[src/rtl/sram_arbiter_if.sv]
// Single-port SRAM request bundle shared by requesters and controller.
// master drives the request side, slave answers with data and ready.
interface sram_arbiter_if #(
  parameter int DATA_W = 32,
  parameter int ADDR_W = 32
);
  logic              read_en;
  logic              write_en;
  logic [ADDR_W-1:0] address;
  logic [DATA_W-1:0] write_data;
  logic [DATA_W-1:0] read_data;
  logic              ready;

  modport master (
    output read_en,
    output write_en,
    output address,
    output write_data,
    input  read_data,
    input  ready
  );

  modport slave (
    input  read_en,
    input  write_en,
    input  address,
    input  write_data,
    output read_data,
    output ready
  );
endinterface

[src/rtl/sram_arbiter.sv]
// Two-requester arbiter in front of the single SRAM controller port.
// Tie policy: fixed p0 priority, or round robin with SRAM_ARB_ROUND_ROBIN_EN.
module sram_arbiter #(
  parameter int DATA_W = 32,
  parameter int ADDR_W = 32
) (
  input  logic           clk,
  input  logic           rst,
  sram_arbiter_if.slave  p0,
  sram_arbiter_if.slave  p1,
  sram_arbiter_if.master mem,
  output logic [1:0]     grant,
  output logic           busy
);

  typedef enum logic {
    S_IDLE,
    S_BUSY
  } state_t;

  state_t            r_state;
  logic              r_owner;
  logic [DATA_W-1:0] r_rd_buf0;
  logic [DATA_W-1:0] r_rd_buf1;

  logic              w_pend0;
  logic              w_pend1;
  logic              w_any;
  logic              w_win;
  logic              w_sel;
  logic              w_done;
  logic              w_done0;
  logic              w_done1;
  logic [ADDR_W-1:0] w_addr;
  logic [DATA_W-1:0] w_wdata;

  assign w_pend0 = p0.read_en | p0.write_en;
  assign w_pend1 = p1.read_en | p1.write_en;
  assign w_any   = w_pend0 | w_pend1;

`ifdef SRAM_ARB_ROUND_ROBIN_EN
  logic r_last;

  // On a tie p1 wins only if p0 was served last.
  assign w_win = w_pend1 & (~w_pend0 | ~r_last);

  always_ff @(posedge clk) begin
    if (rst) begin
      r_last <= 1'b1;
    end else if (w_done) begin
      r_last <= r_owner;
    end
  end
`else
  assign w_win = w_pend1 & ~w_pend0;
`endif

  // w_sel: 0 = p0, 1 = p1 drives the controller this cycle
  assign w_sel = (r_state == S_BUSY) ? r_owner : w_win;

  assign busy    = (r_state == S_BUSY);
  assign w_done  = busy & mem.ready;
  assign w_done0 = w_done & ~r_owner;
  assign w_done1 = w_done &  r_owner;

  always_comb begin
    grant = 2'b00;
    unique case (r_state)
      S_IDLE: begin
        if (w_any) begin
          grant = w_win ? 2'b10 : 2'b01;
        end
      end
      S_BUSY: begin
        grant = r_owner ? 2'b10 : 2'b01;
      end
      default: grant = 2'b00;
    endcase
  end

  assign w_addr  = w_sel ? p1.address    : p0.address;
  assign w_wdata = w_sel ? p1.write_data : p0.write_data;

  // A read takes precedence when a port raises both enables.
  always_comb begin
    mem.read_en  = 1'b0;
    mem.write_en = 1'b0;
    if (w_sel) begin
      mem.read_en  = p1.read_en;
      mem.write_en = p1.write_en & ~p1.read_en;
    end else begin
      mem.read_en  = p0.read_en;
      mem.write_en = p0.write_en & ~p0.read_en;
    end
  end

  assign mem.address    = w_addr;
  assign mem.write_data = w_wdata;

  assign p0.ready = ~w_pend0 | w_done0;
  assign p1.ready = ~w_pend1 | w_done1;

  assign p0.read_data = w_done0 ? mem.read_data : r_rd_buf0;
  assign p1.read_data = w_done1 ? mem.read_data : r_rd_buf1;

  always_ff @(posedge clk) begin
    if (rst) begin
      r_state   <= S_IDLE;
      r_owner   <= 1'b0;
      r_rd_buf0 <= '0;
      r_rd_buf1 <= '0;
    end else begin
      unique case (r_state)
        S_IDLE: begin
          if (w_any) begin
            r_owner <= w_win;
            r_state <= S_BUSY;
          end
        end
        S_BUSY: begin
          // Grant is held until the controller completes, even if
          // the owner drops its request early.
          if (mem.ready) begin
            r_state <= S_IDLE;
            if (r_owner) begin
              r_rd_buf1 <= mem.read_data;
            end else begin
              r_rd_buf0 <= mem.read_data;
            end
          end
        end
        default: r_state <= S_IDLE;
      endcase
    end
  end

endmodule

[src/flat_wrapper.sv]
// flat-port wrapper written by rule: the top's interface ports become plain ports
module sram_arbiter_flat 
#(
  parameter int DATA_W = 32,
  parameter int ADDR_W = 32
)
  (clk, rst, grant, busy, p0_read_en, p0_write_en, p0_address, p0_write_data, p0_read_data, p0_ready, p1_read_en, p1_write_en, p1_address, p1_write_data, p1_read_data, p1_ready, mem_read_en, mem_write_en, mem_address, mem_write_data, mem_read_data, mem_ready);
  sram_arbiter_if #(.DATA_W(DATA_W), .ADDR_W(ADDR_W)) p0_i ();
  sram_arbiter_if #(.DATA_W(DATA_W), .ADDR_W(ADDR_W)) p1_i ();
  sram_arbiter_if #(.DATA_W(DATA_W), .ADDR_W(ADDR_W)) mem_i ();
  input  logic clk;
  input  logic rst;
  output logic [1:0] grant;
  output logic busy;
  input wire logic [$bits(p0_i.read_en)-1:0] p0_read_en;
  input wire logic [$bits(p0_i.write_en)-1:0] p0_write_en;
  input wire logic [$bits(p0_i.address)-1:0] p0_address;
  input wire logic [$bits(p0_i.write_data)-1:0] p0_write_data;
  output wire logic [$bits(p0_i.read_data)-1:0] p0_read_data;
  output wire logic [$bits(p0_i.ready)-1:0] p0_ready;
  input wire logic [$bits(p1_i.read_en)-1:0] p1_read_en;
  input wire logic [$bits(p1_i.write_en)-1:0] p1_write_en;
  input wire logic [$bits(p1_i.address)-1:0] p1_address;
  input wire logic [$bits(p1_i.write_data)-1:0] p1_write_data;
  output wire logic [$bits(p1_i.read_data)-1:0] p1_read_data;
  output wire logic [$bits(p1_i.ready)-1:0] p1_ready;
  output wire logic [$bits(mem_i.read_en)-1:0] mem_read_en;
  output wire logic [$bits(mem_i.write_en)-1:0] mem_write_en;
  output wire logic [$bits(mem_i.address)-1:0] mem_address;
  output wire logic [$bits(mem_i.write_data)-1:0] mem_write_data;
  input wire logic [$bits(mem_i.read_data)-1:0] mem_read_data;
  input wire logic [$bits(mem_i.ready)-1:0] mem_ready;
  assign p0_i.read_en = p0_read_en;
  assign p0_i.write_en = p0_write_en;
  assign p0_i.address = p0_address;
  assign p0_i.write_data = p0_write_data;
  assign p0_read_data = p0_i.read_data;
  assign p0_ready = p0_i.ready;
  assign p1_i.read_en = p1_read_en;
  assign p1_i.write_en = p1_write_en;
  assign p1_i.address = p1_address;
  assign p1_i.write_data = p1_write_data;
  assign p1_read_data = p1_i.read_data;
  assign p1_ready = p1_i.ready;
  assign mem_read_en = mem_i.read_en;
  assign mem_write_en = mem_i.write_en;
  assign mem_address = mem_i.address;
  assign mem_write_data = mem_i.write_data;
  assign mem_i.read_data = mem_read_data;
  assign mem_i.ready = mem_ready;
  sram_arbiter #(.DATA_W(DATA_W), .ADDR_W(ADDR_W)) u_core (.clk(clk), .rst(rst), .p0(p0_i), .p1(p1_i), .mem(mem_i), .grant(grant), .busy(busy));
endmodule
[config.mk]
export PLATFORM = sky130hd
export DESIGN_NAME = sram_arbiter_flat
export DESIGN_NICKNAME = d
export VERILOG_FILES = /design/src/rtl/sram_arbiter_if.sv /design/src/rtl/sram_arbiter.sv /design/src/flat_wrapper.sv
export SDC_FILE = /design/constraint.sdc
export NUM_CORES = 1
export LEC_CHECK = 0
export CORE_AREA = 2 2 118 120
export DETAILED_ROUTE_END_ITERATION = 10
export DIE_AREA = 0 0 120 122
export PLACE_DENSITY = 0.72
export RECOVER_POWER = 50
export SYNTH_ARGS = -nofsm -noshare
export SYNTH_HDL_FRONTEND = slang
export SYNTH_SLANG_ARGS = --single-unit
[constraint.sdc]
create_clock -name clk -period 4.4 [get_ports clk]
set_input_delay 0.88 -clock clk [delete_from_list [all_inputs] [get_ports clk]]
set_output_delay 0.88 -clock clk [all_outputs]
set_load 0.02 [all_outputs]
==> results.json, run 1 <==
{
  "post-route-min-period_ps": 4170,
  "grt_remaining_overflow": 0,
  "r2r-start": "u_core.r_owner$_SDFFE_PP0P_",
  "row_count": 43,
  "clk_pin_slew_ps": 50,
  "post-route-period-util_pct": 94.9,
  "hpwlAfterDp_um": 12400,
  "syn_area_per_cell_um2": 12.2,
  "r2r_end": "u_core.r_rd_buf0[25]$_SDFFE_PP0P_",
  "setup_viol": 0,
  "status": "finished, violations left",
  "synth_top_cell_by_area": "dfxtp_1",
  "synth_edf_count": 0,
  "drive_gt1_share_pct": 21.3,
  "cts_resized": 0,
  "rrSetupSlack_ps": 2280,
  "slew_headroom_pct": -83.0,
  "dp_slack_ps": 340,
  "hold_path.class": "flip-flop to flip-flop",
  "reg2regPathDepth": 4,
  "peakVddDrop_mv": 0.262,
  "cp_data_arrival_time_ps": 3290,
  "rsz0062_at_grt": "false",
  "p_total_mw": 2.00,
  "grt_usage_pct": 19.1,
  "start_util_pct": 27.7,
  "clockRootBuffer": "clkbuf_16",
  "tns_ps": 0,
  "io_pins": 302,
  "nets": 769,
  "area_growth_pct": 90.6,
  "powerDensity_nw_per_um2": 281,
  "clock.fmax_mhz": 240,
  "first_pass_iters": 4,
  "synthTopCellsByArea": "dfxtp_1 35%, mux2_4 20%, mux2_2 17%, nor2b_1 11%, mux2_1 7.2%",
  "syn_inst": 306,
  "final_antenna_net_count": 0,
  "port_buffers": 301,
  "finalHoldViolCount": 0,
  "violations": "max-capacitance violations, max-slew violations",
  "antenna_found_initial": 3,
  "grt_pass1_vias": 3543,
  "die_area_um2": 14600,
  "htreeDepth": 3,
  "clockBufferDepth": 2,
  "max_cap_viol_count": 1,
  "ys_seq_area_share_pct": 35.4,
  "cp-end-kind": "output port",
  "clock_skew_ps": 5.13,
  "yosys-top-cells-count": "66 x dfxtp_1, 65 x nor2b_1, 55 x mux2_2",
  "worst_setup_path_start_kind": "input port",
  "wl_um": 14800,
  "maxSlewViolCount": 67,
  "worst-path-max-fanout": 41,
  "grt_pass1_wl_um": 20600,
  "postCtsSetupRepairBufs": 0,
  "ys_types": 26,
  "syn-cell-area_um2": 3740,
  "setup_ws_ps": 227,
  "detail_route.wl_per_cell_um": 18.7,
  "yosysWarningCount": 0,
  "worstSetupStartpoint": "p1_read_en",
  "cts_buffers": 9,
  "remaining_drc_errors": 0,
  "grt_max_degree": 67,
  "ys.flop_type": "dfxtp_1",
  "die_y_um": 122,
  "worstMarginPinSlew_ps": 2750,
  "yosysTopAreaCellShare_pct": 35.4,
  "drtIter0Drc": 71,
  "core_um2": 13500,
  "async_reset_ff_share_pct": 0,
  "cts_sinks": 66,
  "place.gp.congestion": 0.886,
  "die_w_um": 120,
  "synth_seq_cells": 66,
  "critPathCapture": "mem_address[12]",
  "vias_per_cell": 4.32,
  "worstSkewPairLatency_ps": 330,
  "path_class": "input port to output port",
  "cp.required_ps": 3520,
  "vias": 3409,
  "cts_tree": "done",
  "synth_nets": 473,
  "postCtsHoldBufs": 0,
  "synth.most_common_cell": "dfxtp_1",
  "leakage_nw": 3.02
}
worst max-delay path: stages:
cell and delay (ps):
dlygate4sd3_1 620, o21ba_4 240, a21oi_4 310, buf_12 330
mux2_4 330, clkdlybuf4s50_1 550
how the worst min path moves through the flow:
stage | startpoint | to | slack, ps | depth (start not counted)
6_report | u_core.r_owner$_SDFFE_PP0P_ | u_core.r_owner$_SDFFE_PP0P_ | 570 | 2
5_1_grt | u_core.r_rd_buf0[2]$_SDFFE_PP0P_ | u_core.r_rd_buf0[2]$_SDFFE_PP0P_ | 610 | 2
4_1_cts | u_core.r_rd_buf1[7]$_SDFFE_PP0P_ | u_core.r_rd_buf1[7]$_SDFFE_PP0P_ | 580 | 2
3_5_place_dp | u_core.r_rd_buf1[7]$_SDFFE_PP0P_ | u_core.r_rd_buf1[7]$_SDFFE_PP0P_ | 570 | 2
3_3_place_gp | u_core.r_rd_buf1[19]$_SDFFE_PP0P_ | u_core.r_rd_buf1[19]$_SDFFE_PP0P_ | 560 | 2
2_1_floorplan | u_core.r_owner$_SDFFE_PP0P_ | u_core.r_owner$_SDFFE_PP0P_ | 530 | 2
layout make-up:
class | count | area [um2]
fillers | 1188 | 6380
repair buffers | 306 | 3060
multi-input cells | 215 | 2190
flip-flops and latches | 66 | 1320
clock buffers | 12 | 246
well taps | 180 | 225
clock inverters | 4 | 51.3
inverters | 4 | 15.0
diodes | 3 | 7.51
cell families after synthesis:
logic type / Yosys count / synth area share, %
mux: 128 / 43.5
simple gates: 76 / 12.9
flops: 66 / 35.4
buf+inv: 25 / 5.83
compound gates: 11 / 2.41
registers in the layout, summed over array words and instances (netlist names):
| name | count |
|---|---|
| u_core.busy | 1 |
| u_core.r_rd_buf1 | 32 |
| u_core.r_rd_buf0 | 32 |
| u_core.r_owner | 1 |
metrics by stage:
step                      hold slack (ps)  util, %  cell area, um2  cells
after floorplan                       526        -            3740    306
after global placement                559     50.6            6830    771
after detailed placement              566     50.6            6830    771
after CTS                             583     52.8            7130    787
after global routing                  611     52.7            7120    790
final                                 575     52.7            7120    790
routing by layer:
metal	part of all wire (%)	vias to the layer above	GRT usage (%)
met3	8.6	14	6.74
li1	-	1650	-
met5	0	-	0
met2	55	168	37.6
met1	34	1577	17.9
met4	2.3	0	7.35
placed cells by master (no fill, tap or decap), types with 4 or more instances in the layout:
| master | Yosys | routed |
|---|---|---|
| mux2_2 | 55 | 53 |
| dfxtp_1 | 66 | 66 |
| dlygate4sd3_1 | 0 | 16 |
| clkbuf_1 | 7 | 4 |
| clkdlybuf4s50_1 | 0 | 279 |
| nor2b_1 | 65 | 65 |
| mux2_1 | 24 | 26 |
| inv_1 | 4 | 4 |
| buf_4 | 4 | 5 |
| mux2_4 | 49 | 49 |
| clkbuf_16 | 0 | 9 |
where the power goes:
| part | switching, mW | internal (mW) | leakage (nW) |
|---|---|---|---|
| registers | 0.00706 | 0.618 | 0.536 |
| logic | 0.274 | 0.396 | 2.34 |
| clock network | 0.252 | 0.454 | 0.143 |
| total | 0.534 | 1.47 | 3.02 |
Note: power is estimated with default switching activity, not from simulation.
==> run 2, diff against run 1 <==
CORE_AREA = 2 2 116 118   (was 2 2 118 120)
DIE_AREA = 0 0 118 120   (was 0 0 120 122)
PLACE_DENSITY = 0.74   (was 0.72)
clock period = 4.5 ns   (was 4.4 ns; I/O delays follow)
==> results.json, run 2 (synthesized netlist as in run 1, its figures left out) <==
{
  "critPathCapture": "p1_read_data[16]",
  "worstHoldStart": "u_core.r_rd_buf1[16]$_SDFFE_PP0P_",
  "status": "finished, violations left",
  "grt_usage_pct": 19.3,
  "reg_top3": "u_core.r_rd_buf0 (32), u_core.r_rd_buf1 (32)",
  "htreeDepth": 3,
  "rrSetupSlack_ps": 2410,
  "port_buffers": 301,
  "worstSetupStartpoint": "mem_ready",
  "finalHoldViolCount": 0,
  "hpwlAfterDp_um": 11600,
  "grt_remaining_overflow": 0,
  "leakage_nw": 3.10,
  "grt_pass1_vias": 3699,
  "clk_pin_slew_ps": 50,
  "place_area_um2": 6870,
  "cts_resized": 0,
  "n_antenna_cell": 0,
  "r2r-start": "u_core.busy$_SDFF_PP0_",
  "clockRootBuffer": "clkbuf_16",
  "drtIter0Drc": 69,
  "worst-path-max-fanout": 26,
  "violations": "max-capacitance violations, max-slew violations",
  "clock_skew_ps": 6.91,
  "worst_setup_path_start_kind": "input port",
  "cp-end-kind": "output port",
  "worstSkewPairLatency_ps": 330,
  "reg2regPathDepth": 4,
  "vias": 3460,
  "crit_slowest_cell": "dlygate4sd3_1",
  "antenna_found_initial": 1,
  "row_count": 42,
  "grt_pass1_wl_um": 20900,
  "worstMarginPinSlew_ps": 2850,
  "final_cell_area_um2": 7200,
  "die_y_um": 120,
  "mostFrequentLayoutCell": "clkdlybuf4s50_1",
  "post-route-period-util_pct": 91.7,
  "area_growth_pct": 92.6,
  "tns_ps": 0,
  "start_util_pct": 28.8,
  "path_class": "input port to output port",
  "detail_route.wl_per_cell_um": 17.7,
  "final_antenna_net_count": 0,
  "clockBufferDepth": 2,
  "die_area_um2": 14200,
  "grt_max_degree": 67,
  "place_inst": 772,
  "multi_input_area_um2": 2190,
  "final-seq-area_um2": 1320,
  "cts_tree": "done",
  "vias_per_cell": 4.39,
  "powerDensity_nw_per_um2": 282,
  "nFillCells": 1112,
  "max_cap_viol_count": 1,
  "final_cell_mix": "271 x clkdlybuf4s50_1, 66 x dfxtp_1, 65 x nor2b_1",
  "drive_gt1_share_pct": 21.6,
  "cp_data_arrival_time_ps": 3230,
  "p_total_mw": 2.03,
  "postCtsHoldBufs": 0,
  "cts_sinks": 66,
  "final_cells": 788,
  "hold_path.class": "flip-flop to flip-flop",
  "io_pins": 302,
  "postCtsSetupRepairBufs": 0,
  "place.gp.congestion": 0.906,
  "rsz0062_at_grt": "false",
  "peakVddDrop_mv": 0.232,
  "cts_buffers": 9,
  "clock.fmax_mhz": 242,
  "core_um2": 13000,
  "path_cells": "clkdlybuf4s50_1, nand3_1, buf_12, mux2_1, dlygate4sd3_1",
  "cp.required_ps": 3600,
  "r2r_end": "u_core.r_rd_buf1[6]$_SDFFE_PP0P_",
  "die_w_um": 118,
  "nets": 774,
  "remaining_drc_errors": 0,
  "wl_um": 13900,
  "post-route-min-period_ps": 4130,
  "setup_viol": 0,
  "maxSlewViolCount": 67,
  "max_stage_delay_ps": 650,
  "slew_headroom_pct": -90.0,
  "first_pass_iters": 4
}
## run 2: how the worst min path moves through the flow
| stage | end | slack (ps) | cells past startpoint |
|---|---|---|---|
| global placement | u_core.r_rd_buf1[19]$_SDFFE_PP0P_ | 560 | 2 |
| finish | u_core.r_rd_buf1[16]$_SDFFE_PP0P_ | 580 | 2 |
| CTS | u_core.r_owner$_SDFFE_PP0P_ | 590 | 2 |
| global route | u_core.r_rd_buf1[31]$_SDFFE_PP0P_ | 600 | 2 |
| detailed placement | u_core.r_rd_buf1[2]$_SDFFE_PP0P_ | 570 | 2 |
| floorplan | u_core.r_owner$_SDFFE_PP0P_ | 530 | 2 |
## run 2: critical path, delay by kind of cell
family,cells,cell delay [ps]
simple gates,1,430
mux,1,330
buf+inv,3,1550
## run 2: layout make-up
type	instances	area share, %
clock inverters	5	1.18
repair buffers	311	43.3
inverters	4	0.209
clock buffers	11	3.37
multi-input cells	215	30.5
flip-flops and latches	66	18.4
well taps	176	3.06
## run 2: metal layers
layer / global-route usage, % / part of all wire (%) / up-vias
li1: - / - / 1651
met1: 20.4 / 38 / 1610
met2: 33.4 / 48 / 180
met3: 9.65 / 11 / 19
met4: 6.70 / 2.0 / 0
met5: 0 / 0 / -
## run 2: where the power goes
group	internal [mW]	total, mW	leakage (nW)	switching (mW)
sequential	0.604	0.611	0.536	0.00708
clock	0.503	0.757	0.156	0.254
combinational	0.393	0.658	2.40	0.264
## run 2: per-stage QoR
stage | setup WS (ps) | hold slack [ps] | utilization (%)
2_1_floorplan | 1690 | 526 | -
3_3_place_gp | 469 | 557 | 53.0
3_5_place_dp | 408 | 570 | 53.0
4_1_cts | 404 | 585 | 55.5
5_1_grt | 247 | 603 | 55.4
6_report | 372 | 576 | 55.4
==> run 3, diff against run 2 <==
ABC_AREA = 1   (was not set)
CORE_AREA = 2 2 117 119   (was 2 2 116 118)
DIE_AREA = 0 0 119 121   (was 0 0 118 120)
PLACE_DENSITY = 0.73   (was 0.74)
==> results.json, run 3 <==
{
  "final-seq-area_um2": 1320,
  "powerDensity_nw_per_um2": 305,
  "peakVddDrop_mv": 0.219,
  "clock.fmax_mhz": 248,
  "multi_input_area_um2": 1730,
  "tns_ps": 0,
  "setup_viol": 0,
  "met2_usage_pct": 33.3,
  "clock_skew_ps": 5.17,
  "drive_gt1_share_pct": 2.99,
  "die_y_um": 121,
  "maxSlewViolCount": 35,
  "async_reset_ff_share_pct": 0,
  "n_antenna_cell": 0,
  "antenna_found_initial": 0,
  "r2r-start": "u_core.busy$_SDFF_PP0_",
  "synthTopCellsByArea": "dfxtp_1 35%, nand2_1 20%, inv_1 14%, nand3_1 9.2%, nor2_1 6.6%",
  "reg_top3": "u_core.r_rd_buf0 (32), u_core.r_rd_buf1 (32)",
  "worstMarginPinSlew_ps": 1550,
  "path_cells": "clkdlybuf4s50_1, nand3_1, clkbuf_1, o21ai_0, inv_1, dlygate4sd3_1",
  "grt_max_degree": 65,
  "crit_slowest_cell": "dlygate4sd3_1",
  "yosys-top-cells-count": "204 x nand2_1, 136 x inv_1, 69 x nand3_1",
  "grt-busiest-layer": "met2",
  "cts_tree": "done",
  "max_cap_viol_count": 1,
  "use_met3_pct": 4.98,
  "syn-cell-area_um2": 3740,
  "yosysWarningCount": 0,
  "slew_headroom_pct": -3.45,
  "remaining_drc_errors": 0,
  "row_count": 42,
  "core_um2": 13100,
  "detail_route.wl_per_cell_um": 13.6,
  "cp_data_arrival_time_ps": 3130,
  "place_area_um2": 6900,
  "yosysTopAreaCellShare_pct": 35.3,
  "nets": 1099,
  "mostFrequentLayoutCell": "clkdlybuf4s50_1",
  "grt_remaining_overflow": 0,
  "grt_pass1_wl_um": 22900,
  "io_pins": 302,
  "cp-end-kind": "output port",
  "start_util_pct": 28.6,
  "post-route-min-period_ps": 4030,
  "grt_pass1_vias": 4279,
  "hold_path.class": "flip-flop to flip-flop",
  "ys_types": 13,
  "vias_per_cell": 4.23,
  "met1_usage_pct": 26.1,
  "path_class": "input port to output port",
  "port_buffers": 301,
  "rsz0062_at_grt": "false",
  "place.gp.congestion": 0.922,
  "die_area_um2": 14400,
  "worst_setup_path_start_kind": "input port",
  "syn_area_per_cell_um2": 5.73,
  "synth_top_cell_by_area": "dfxtp_1",
  "postCtsHoldBufs": 0,
  "grt_usage_pct": 19.9,
  "post-route-period-util_pct": 89.5,
  "nFillCells": 1263,
  "violations": "max-capacitance violations, max-slew violations",
  "area_growth_pct": 93.3,
  "drtIter0Drc": 287,
  "final_cell_mix": "275 x clkdlybuf4s50_1, 203 x nand2_1, 136 x inv_1",
  "clockRootBuffer": "clkbuf_16",
  "first_pass_iters": 4,
  "status": "finished, violations left",
  "final_cell_area_um2": 7240,
  "ys_seq_area_share_pct": 35.3,
  "clockBufferDepth": 2,
  "synth.most_common_cell": "nand2_1",
  "synth_seq_cells": 66,
  "final_antenna_net_count": 0,
  "synth_nets": 820,
  "cp.required_ps": 3600,
  "finalHoldViolCount": 0,
  "syn_inst": 653,
  "htreeDepth": 3,
  "cts_sinks": 66,
  "worstSkewPairLatency_ps": 320,
  "die_w_um": 119,
  "hpwlAfterDp_um": 11800,
  "wl_um": 15100,
  "ys.flop_type": "dfxtp_1",
  "synth_edf_count": 0,
  "cts_buffers": 9,
  "postCtsSetupRepairBufs": 0,
  "utilization_pct": 55.3,
  "clk_pin_slew_ps": 50,
  "vias": 4711,
  "max_stage_delay_ps": 680,
  "cts_resized": 0,
  "worstSetupStartpoint": "mem_ready",
  "leakage_nw": 3.86,
  "worstHoldStart": "u_core.r_owner$_SDFFE_PP0P_",
  "worst-path-max-fanout": 22
}
## run 3: cell families (layout without fill, tap and decap cells)
group,Yosys count,in the layout,synth area share [%]
simple gates,340,340,36.6
buf+inv,179,463,19.1
flops,66,66,35.3
compound gates,68,68,9.09
## run 3: critical path: cells and delay by family
kind,cells,cell delay [ps]
and+or+nand+nor,1,140
buffers and inverters,4,1850
AOI/OAI and AO/OA,1,230
## run 3: routing by layer
metal / share of wire, % / wire length [um] / up-vias
li1: - / - / 2491
met1: 43 / 6560 / 2042
met2: 47 / 7180 / 166
met3: 7.9 / 1200 / 12
met4: 1.3 / 195 / 0
met5: 0 / 0 / -
## run 3: cell type report
cell class / count / share of cell area, %
inverters: 137 / 7.10
multi-input cells: 408 / 23.9
flip-flops and latches: 66 / 18.3
clock inverters: 6 / 1.56
well taps: 176 / 3.04
repair buffers: 310 / 42.9
clock buffers: 10 / 3.30
## run 3: per-stage QoR
| step | setup slack [ps] | total power, mW | instances | hold WS (ps) |
|---|---|---|---|---|
| 6_report | 472 | 2.21 | 1113 | 547 |
| 5_1_grt | 204 | 2.32 | 1113 | 572 |
| 4_1_cts | 511 | 2.24 | 1113 | 552 |
| 3_5_place_dp | 521 | 1.42 | 1097 | 541 |
| 3_3_place_gp | 549 | 1.42 | 1097 | 538 |
| 2_1_floorplan | 1780 | 0.992 | 653 | 499 |
## run 3: final timing paths
path,cells past startpoint,slack [ps],to
worst min-delay path,2,550,u_core.r_owner$_SDFFE_PP0P_
worst max-delay path,6,470,p1_read_data[30]
worst min register to register,2,550,u_core.r_owner$_SDFFE_PP0P_
worst max register to register,4,2750,u_core.r_rd_buf0[28]$_SDFFE_PP0P_
## run 3: report_power, final
group          internal (mW)  switching, mW
sequential             0.615        0.00966
combinational          0.387          0.388
clock                  0.558          0.253
